--- src/rtl/tile_mem_arbiter.sv ---
// Shares the single-port tile RAM between display prefetch and game/clear writes,
// and maps fetched cell codes to rbg pixels. Optional faint grid overlay: GRID_LINES_EN.
module tile_mem_arbiter #(
  parameter int GRID_W   = 40,
  parameter int GRID_H   = 30,
  parameter int H_ACTIVE = 640,
  parameter int V_ACTIVE = 480,
  parameter int H_TOTAL  = 800,
  parameter int V_TOTAL  = 525
) (
  input  logic        clk25,
  input  logic        rst,
  input  logic [9:0]  h_count,
  input  logic [9:0]  v_count,
  input  logic        wr_req,
  input  logic [10:0] wr_addr,
  input  logic [1:0]  wr_data,
  output logic        wr_ack,
  input  logic        clr_req,
  output logic        clr_busy,
  output logic [10:0] mem_addr,
  output logic        mem_we,
  output logic [1:0]  mem_wdata,
  input  logic [1:0]  mem_rdata,
  output logic [11:0] rbg
);
  localparam logic [9:0]  H_ACT          = 10'(H_ACTIVE);
  localparam logic [9:0]  V_ACT          = 10'(V_ACTIVE);
  localparam logic [9:0]  H_SLOT_B       = 10'(H_TOTAL - 3);
  localparam logic [9:0]  H_LAST         = 10'(H_TOTAL - 1);
  localparam logic [9:0]  V_LAST         = 10'(V_TOTAL - 1);
  localparam logic [5:0]  LAST_FETCH_COL = 6'(GRID_W - 1);
  localparam logic [10:0] N_CELLS        = 11'(GRID_W * GRID_H);
  localparam logic [10:0] LAST_CELL      = 11'(GRID_W * GRID_H - 1);

  typedef enum logic {NORMAL, CLEAR} state_t;

  state_t      state;
  logic [10:0] clr_cnt;
  logic [1:0]  cur_cell;

  logic        slot_a, slot_b, fetch_b, active, grant_ok, load_cell;
  logic [9:0]  v_next;
  logic [11:0] pix_p0;

  function automatic logic [10:0] cell_addr(input logic [5:0] row, input logic [5:0] col);
    logic [10:0] r;
    r = {5'd0, row};
    return (r << 5) + (r << 3) + {5'd0, col};
  endfunction

  function automatic logic [11:0] palette(input logic [1:0] code);
    case (code)
      2'd1:    return 12'h00F;
      2'd2:    return 12'hF00;
      2'd3:    return 12'hFFF;
      default: return 12'h000;
    endcase
  endfunction

  // Slot A prefetches the next cell of this line; slot B prefetches column 0 of the next line.
  assign active    = (h_count < H_ACT) && (v_count < V_ACT);
  assign slot_a    = (h_count < H_ACT) && (h_count[3:0] == 4'd13) &&
                     (h_count[9:4] < LAST_FETCH_COL);
  assign slot_b    = (h_count == H_SLOT_B);
  assign v_next    = (v_count == V_LAST) ? 10'd0 : v_count + 10'd1;
  assign fetch_b   = slot_b && (v_next < V_ACT);
  assign grant_ok  = !slot_a && !slot_b && !mem_we && !wr_ack;
  assign load_cell = (h_count[3:0] == 4'hF) || (h_count == H_LAST);

  // Pixel stage p0: colour of the cell currently under the beam
  always_comb begin
    pix_p0 = palette(cur_cell);
`ifdef GRID_LINES_EN
    if (cur_cell == 2'd0 && (h_count[3:0] == 4'd0 || v_count[3:0] == 4'd0))
      pix_p0 = 12'h222;
`endif
  end

  always_ff @(posedge clk25) begin
    if (rst) begin
      state     <= NORMAL;
      clr_cnt   <= '0;
      clr_busy  <= 1'b0;
      wr_ack    <= 1'b0;
      mem_we    <= 1'b0;
      mem_addr  <= '0;
      mem_wdata <= '0;
      cur_cell  <= '0;
      rbg       <= '0;
    end else begin
      wr_ack <= 1'b0;
      mem_we <= 1'b0;
      if (slot_a)
        mem_addr <= cell_addr(v_count[9:4], h_count[9:4] + 6'd1);
      else if (fetch_b)
        mem_addr <= cell_addr(v_next[9:4], 6'd0);

      case (state)
        NORMAL: begin
          if (clr_req) begin
            state    <= CLEAR;
            clr_cnt  <= '0;
            clr_busy <= 1'b1;
          end else begin
            clr_busy <= 1'b0;
            if (wr_req && grant_ok) begin
              wr_ack    <= 1'b1;
              mem_addr  <= wr_addr;
              mem_wdata <= wr_data;
              mem_we    <= (wr_addr < N_CELLS);
            end
          end
        end
        CLEAR: begin
          // clr_busy stays high through the last write cycle and drops in NORMAL
          if (grant_ok) begin
            mem_addr  <= clr_cnt;
            mem_wdata <= 2'd0;
            mem_we    <= 1'b1;
            clr_cnt   <= clr_cnt + 11'd1;
            if (clr_cnt == LAST_CELL)
              state <= NORMAL;
          end
        end
        default: state <= NORMAL;
      endcase

      // Fetch stage: RAM data for the next cell lands here, two cycles after its slot
      if (load_cell)
        cur_cell <= mem_rdata;
      rbg <= active ? pix_p0 : 12'h000;
    end
  end
endmodule

--- config.mk ---
export PLATFORM = sky130hd
export DESIGN_NAME = tile_mem_arbiter
export DESIGN_NICKNAME = d
export VERILOG_FILES = /design/src/rtl/tile_mem_arbiter.sv
export SDC_FILE = /design/constraint.sdc
export NUM_CORES = 1
export LEC_CHECK = 0
export ABC_AREA = 1
export CORE_MARGIN = 5
export CORE_UTILIZATION = 46
export CTS_BUF_LIST = sky130_fd_sc_hd__clkbuf_4 sky130_fd_sc_hd__clkbuf_8
export CTS_CLUSTER_SIZE = 20
export DETAILED_ROUTE_END_ITERATION = 12
export GPL_ROUTABILITY_DRIVEN = 0
export PLACE_DENSITY = 0.8
export SYNTH_ARGS = -nofsm -noshare
export SYNTH_HDL_FRONTEND = slang
export SYNTH_SLANG_ARGS = --single-unit
--- constraint.sdc ---
create_clock -name clk25 -period 3.1 [get_ports clk25]
set_input_delay 0.62 -clock clk25 [delete_from_list [all_inputs] [get_ports clk25]]
set_output_delay 0.62 -clock clk25 [all_outputs]
set_load 0.01 [all_outputs]
### Word level (Yosys, flattened, before mapping)

Cells that the tools add are included.

* register bits: 42
* bits of input ports: 39
* output and inout bits: 28
* logic and storage cells: 76

* $add $sub $neg: 6
* magnitude comparators: 5
* equal/unequal tests: 13
* multiplexer cells: 24
* bitwise operators: 2
* reduce and logical (&&, ||, !) cells: 17

Operator list (number)
* $mux W11: 7
* $pmux W11 S2: 2
* $pmux W12 S3: 1
* $eq A10 B10 Y1 const B: 3
* $add A11 B9 Y11: 2
* $lt A10 B9 Y1 const B: 2
* $add A11 B1 Y11 const B: 1
* $add A11 B6 Y11: 1
* $eq A11 B11 Y1 const B: 1
* $lt A11 B11 Y1 const B: 1
* $add A10 B1 Y10 const B: 1
* $lt A10 B10 Y1 const B: 1
* $mux W10: 1
* $eq A4 B4 Y1 const B: 2
* $logic_and A1 B1 Y1: 8
* $mux W1: 7
* $add A6 B1 Y6 const B: 1
* $lt A6 B6 Y1 const B: 1
* $mux W2: 3
* $ne A2 B2 Y1 const B: 3
* $eq A2 B2 Y1 const B: 2
* $logic_not A1 Y1: 4
* $pmux W1 S2: 2
* $pmux W2 S2: 1
* 8 further kinds: 9

### Longest topological paths before layout

Gate-level depths: netlist of run 1.

* depth in word-level cells: 11
* depth in mapped cells: 18
* mapped depth without buffers: 18

### Worst setup path before layout of run 1

Ideal clock, no wire load.

* path type: input to register
* start point: input h_count[4]
* end point: register mem_addr[10]
* library setup time: 0.062 ns
* data arrival time: 2.896 ns
* required time: 3.038 ns
* setup slack: 0.142 ns
* cell stages on the path: 18
* path buffers: 0
* cells stage by stage: nand3_1 nor3_1 xor2_1 inv_1 fa_1 inv_1 fa_1 nand3_1 nand3_1 nand2_1 nand2_1 a21oi_1 inv_1 o21ai_0 a21oi_1 nor2_1 o21ai_0 nand3_1

* longest elaborated chain between the ends: 11
* elaborated cells on any way between the ends: 20
* those cells by class: add/sub: 2; order compare: 2; eq/ne: 1; mux: 6; reduce/logical: 9

Ends and longest elaborated chain
* start, declared: RTL line 13 `input logic [9:0] h_count,`
* branches (longest 10 deep; another with $add A11 B6 Y11)
* $pmux W11 S2 (*): RTL line 99 `case (state)`
* end signal, assigned: RTL line 97 `mem_addr <= cell_addr(v_next[9:4], 6'd0);`
* end signal, assigned: RTL line 109 `mem_addr <= wr_addr;`
* end signal, assigned: RTL line 118 `mem_addr <= clr_cnt;`
* end, declared: RTL line 21 `output logic [10:0] mem_addr,`

Mark *: on every way between the ends.
A chain may end at the register's enable or synchronous reset.

### Worst setup path in the final report of run 1

* start point: input h_count[9]
* end point: register mem_addr[10]

The elaborated chain is that of the path after synthesis.

==> impl_metrics.tcl, run 1 <==
set metrics [dict create \
    drt_iter0_markers 183 \
    timing.fmax_ghz 0.339 \
    final.setup.worst_slack_ns 0.153 \
    timing.max_slew.rel_slack 0.760 \
    cp_data_arrival_time_ns 3.18 \
    io-pin-count 67 \
    clock_latency_ns 0.29 \
    cts.sink_count 33 \
    synth_seq_area_share 0.252 \
    dr_total_vias 2922 \
    drive_above_1_share 0.169 \
    synthesis_warnings 0 \
    tritoncts "built" \
    most_common_cell_after_layout_fill_and_taps_aside "nand2_1" \
    grt_first_pass_wirelength_um 12300 \
    min_delay_path_depth 1 \
    min-delay-path-class "flip-flop to flip-flop" \
    design.die.area_sq_um 7310 \
    fin_util 0.670 \
    synth_enable_flop_cells 0 \
    postRouteAntennaNets 0 \
    netlist_area_pre_place_sq_um 2620 \
    postSynthRegisterBits 33 \
    dieWidth_um 85.5 \
    worst_ep_required_time_ns 3.34 \
    transition_time_of_the_tightest_slew_check_pin_ns 0.358 \
    buffers_on_ports 66 \
    detailedPlace.worstSlack_ns -0.478 \
    htreeDepth 2 \
    peakVddDrop_mv 0.399 \
    r2r.worst_path.cells 9 \
    power.density_nw_per_um2 344 \
    cts.hold.buffers_added 0 \
    clock-skew-final_ns 0.00367 \
    cts_max_path_bufs 2 \
    worstSetupPathType "primary input to flip-flop" \
    period_share 0.951 \
    place_inst 550 \
    clk_pin_slew_ns 0.07 \
    synth_instances 399 \
    setup.worst_path.end_class "flip-flop" \
    grt_start_max_net_pins 23 \
    areaGrowthSynthToFinish_pct 40.8 \
    final_cell_count_no_fill 562 \
    timing.final.max_slew_violations 0 \
    maxCapViolCount 0 \
    number_of_global_route_vias_before_repair 2836 \
    clock_tree.root_cell "clkbuf_8" \
    antenna_cells_inserted 0 \
    antenna_found_initial 0 \
    mostFrequentLayoutCells "91 x nand2_1, 60 x clkdlybuf4s50_1, 53 x inv_1, 38 x nor2_1, 33 x dfxtp_1" \
    critical_path.startpoint_type "primary input" \
    core.rowCount 27 \
    initial_cell_density_of_the_core 0.476 \
    drt_wl_total_um 7540 \
    final.hold.worst_slack_ns 0.461 \
    power.static_leakage_uw 0.00164 \
    yosysUniqueCellTypes 42 \
    design.core.area_sq_um 5510 \
    post_drt_wl_per_cell_um 13.4 \
    die-height_um 85.5 \
    post-dp-hpwl_um 5860 \
    final.min_clock_period_ns 2.95 \
    layout.nets 547 \
    inserted_clock_buffers 5 \
    path_max_fanout 4 \
    route.detailed.drc 0 \
    status "finished clean" \
    ys_dominant_reg_cell "dfxtp_1" \
    finalSetupTns_ns 0 \
    timing_hold_violations_final 0 \
    setup_viol 0 \
    drt_first_pass_iters 4 \
    synth.avg_cell_area_sq_um 6.57 \
    syn_nets 457 \
    post_drt_via_cell_ratio 5.20 \
    overflow_left_after_global_routing 0 \
    track_usage 0.204 \
    synthArstFlopShare 0 \
]
metrics by stage:
| step | power [uW] | area [sq um] |
|---|---|---|
| after CTS | 1250 | 3650 |
| after detailed placement | 813 | 3470 |
| after global placement | 805 | 3470 |
| after global routing | 1340 | 3690 |
| after floorplan | 647 | 2620 |
| final | 1270 | 3690 |
final timing paths:
| path | slack, ns | startpoint | endpoint |
|---|---|---|---|
| max reg2reg | 1.24 | clr_cnt[0]$_SDFFE_PP0P_ | clr_cnt[10]$_SDFFE_PP0P_ |
| min | 0.46 | clr_cnt[9]$_SDFFE_PP0P_ | clr_cnt[9]$_SDFFE_PP0P_ |
| min reg2reg | 0.46 | clr_cnt[9]$_SDFFE_PP0P_ | clr_cnt[9]$_SDFFE_PP0P_ |
| max | 0.15 | h_count[9] | mem_addr[10]$_SDFF_PP0_ |
sequential cells by signal, indices dropped and copies added, names as in the netlist:
name / cells
cur_cell: 2
wr_ack: 1
mem_addr: 11
rbg: 3
clr_busy: 1
state: 1
mem_wdata: 2
mem_we: 1
clr_cnt: 11
report_power, final:
part | internal (uW) | leakage, uW | switching [uW] | total, uW
sequential | 440 | 0.000268 | 11.5 | 452
combinational | 182 | 0.00131 | 203 | 385
clock | 271 | 0.0000619 | 161 | 431
total | 893 | 0.00164 | 375 | 1270
cells in the mapped netlist, types with 2 or more instances:
master	instances	area, sq um
nor2_1	39	146
a21oi_1	28	140
nor3_1	7	35.0
ha_1	16	200
buf_2	2	10.0
nand3_1	26	130
buf_4	9	67.6
inv_1	55	206
nor2_4	2	22.5
a31oi_1	6	37.5
a211oi_1	2	15.0
nor2_2	2	12.5
nand2_2	6	37.5
inv_2	6	22.5
o211ai_1	3	22.5
dfxtp_1	33	661
buf_6	2	22.5
xor2_1	8	70.1
a221oi_1	2	17.5
fa_1	3	60.1
nand3_2	4	40.0
nand4_1	3	18.8
o21ai_1	2	10.0
nand2_1	92	345
o21ai_0	21	105
clkbuf_1	2	7.51
nand3b_1	2	15.0
a22o_1	2	17.5
layout make-up:
type                    instances  area, sq um
clock inverters                 1         30.0
repair buffers                 98          893
multi-input cells             288         1690
flip-flops and latches         33          661
clock buffers                   7         90.1
inverters                      63          239
well taps                      72         90.1
fillers                       467         1820
routing by layer:
layer | global-route usage | vias to the layer above | routed length (um)
li1 | - | 1478 | -
met1 | 0.234 | 1327 | 3030
met2 | 0.374 | 100 | 3790
met3 | 0.0359 | 17 | 513
met4 | 0.0777 | 0 | 205
met5 | 0 | - | 0
kinds of logic (layout without fill, tap and decap cells):
logic type      count (synthesis)  after routing  share of synthesized area
xor+xnor                        8              8                     0.0267
compound gates                 75             75                      0.168
buf+inv                        78            169                      0.132
simple gates                  186            186                      0.322
fa+ha+maj                      19             19                     0.0993
flops                          33             33                      0.252
repair_timing:
action                     in CTS  in global routing
resized for setup              15                 15
pin swaps                      14                 11
setup endpoints to repair       2                  4
setup buffers                   4                  0
critical path, stage by stage:
cell	delay (ns)
clkdlybuf4s50_1	0.54
xor2_1	0.15
inv_1	0.07
fa_1	0.49
inv_2	0.06
fa_2	0.35
nand3_2	0.09
nand3_2	0.07
nand2_1	0.08
nand2_1	0.05
a21oi_1	0.15
inv_1	0.07
o21ai_1	0.12
a21oi_1	0.05
nor2_1	0.09
o21ai_1	0.07
nand3_1	0.06
(Power assumes the default switching activity.)
==> inputs of run 2 (changes only) <==
--- a/config.mk
+++ b/config.mk
@@ -9,6 +9,7 @@
 export CORE_MARGIN = 5
 export CORE_UTILIZATION = 46
 export CTS_BUF_LIST = sky130_fd_sc_hd__clkbuf_4 sky130_fd_sc_hd__clkbuf_8
+export CTS_CLUSTER_DIAMETER = 40
 export CTS_CLUSTER_SIZE = 20
 export DETAILED_ROUTE_END_ITERATION = 12
 export GPL_ROUTABILITY_DRIVEN = 0
==> results of run 2 <==
Same layout as run 1: the final DEF is identical, and so are final timing and power.
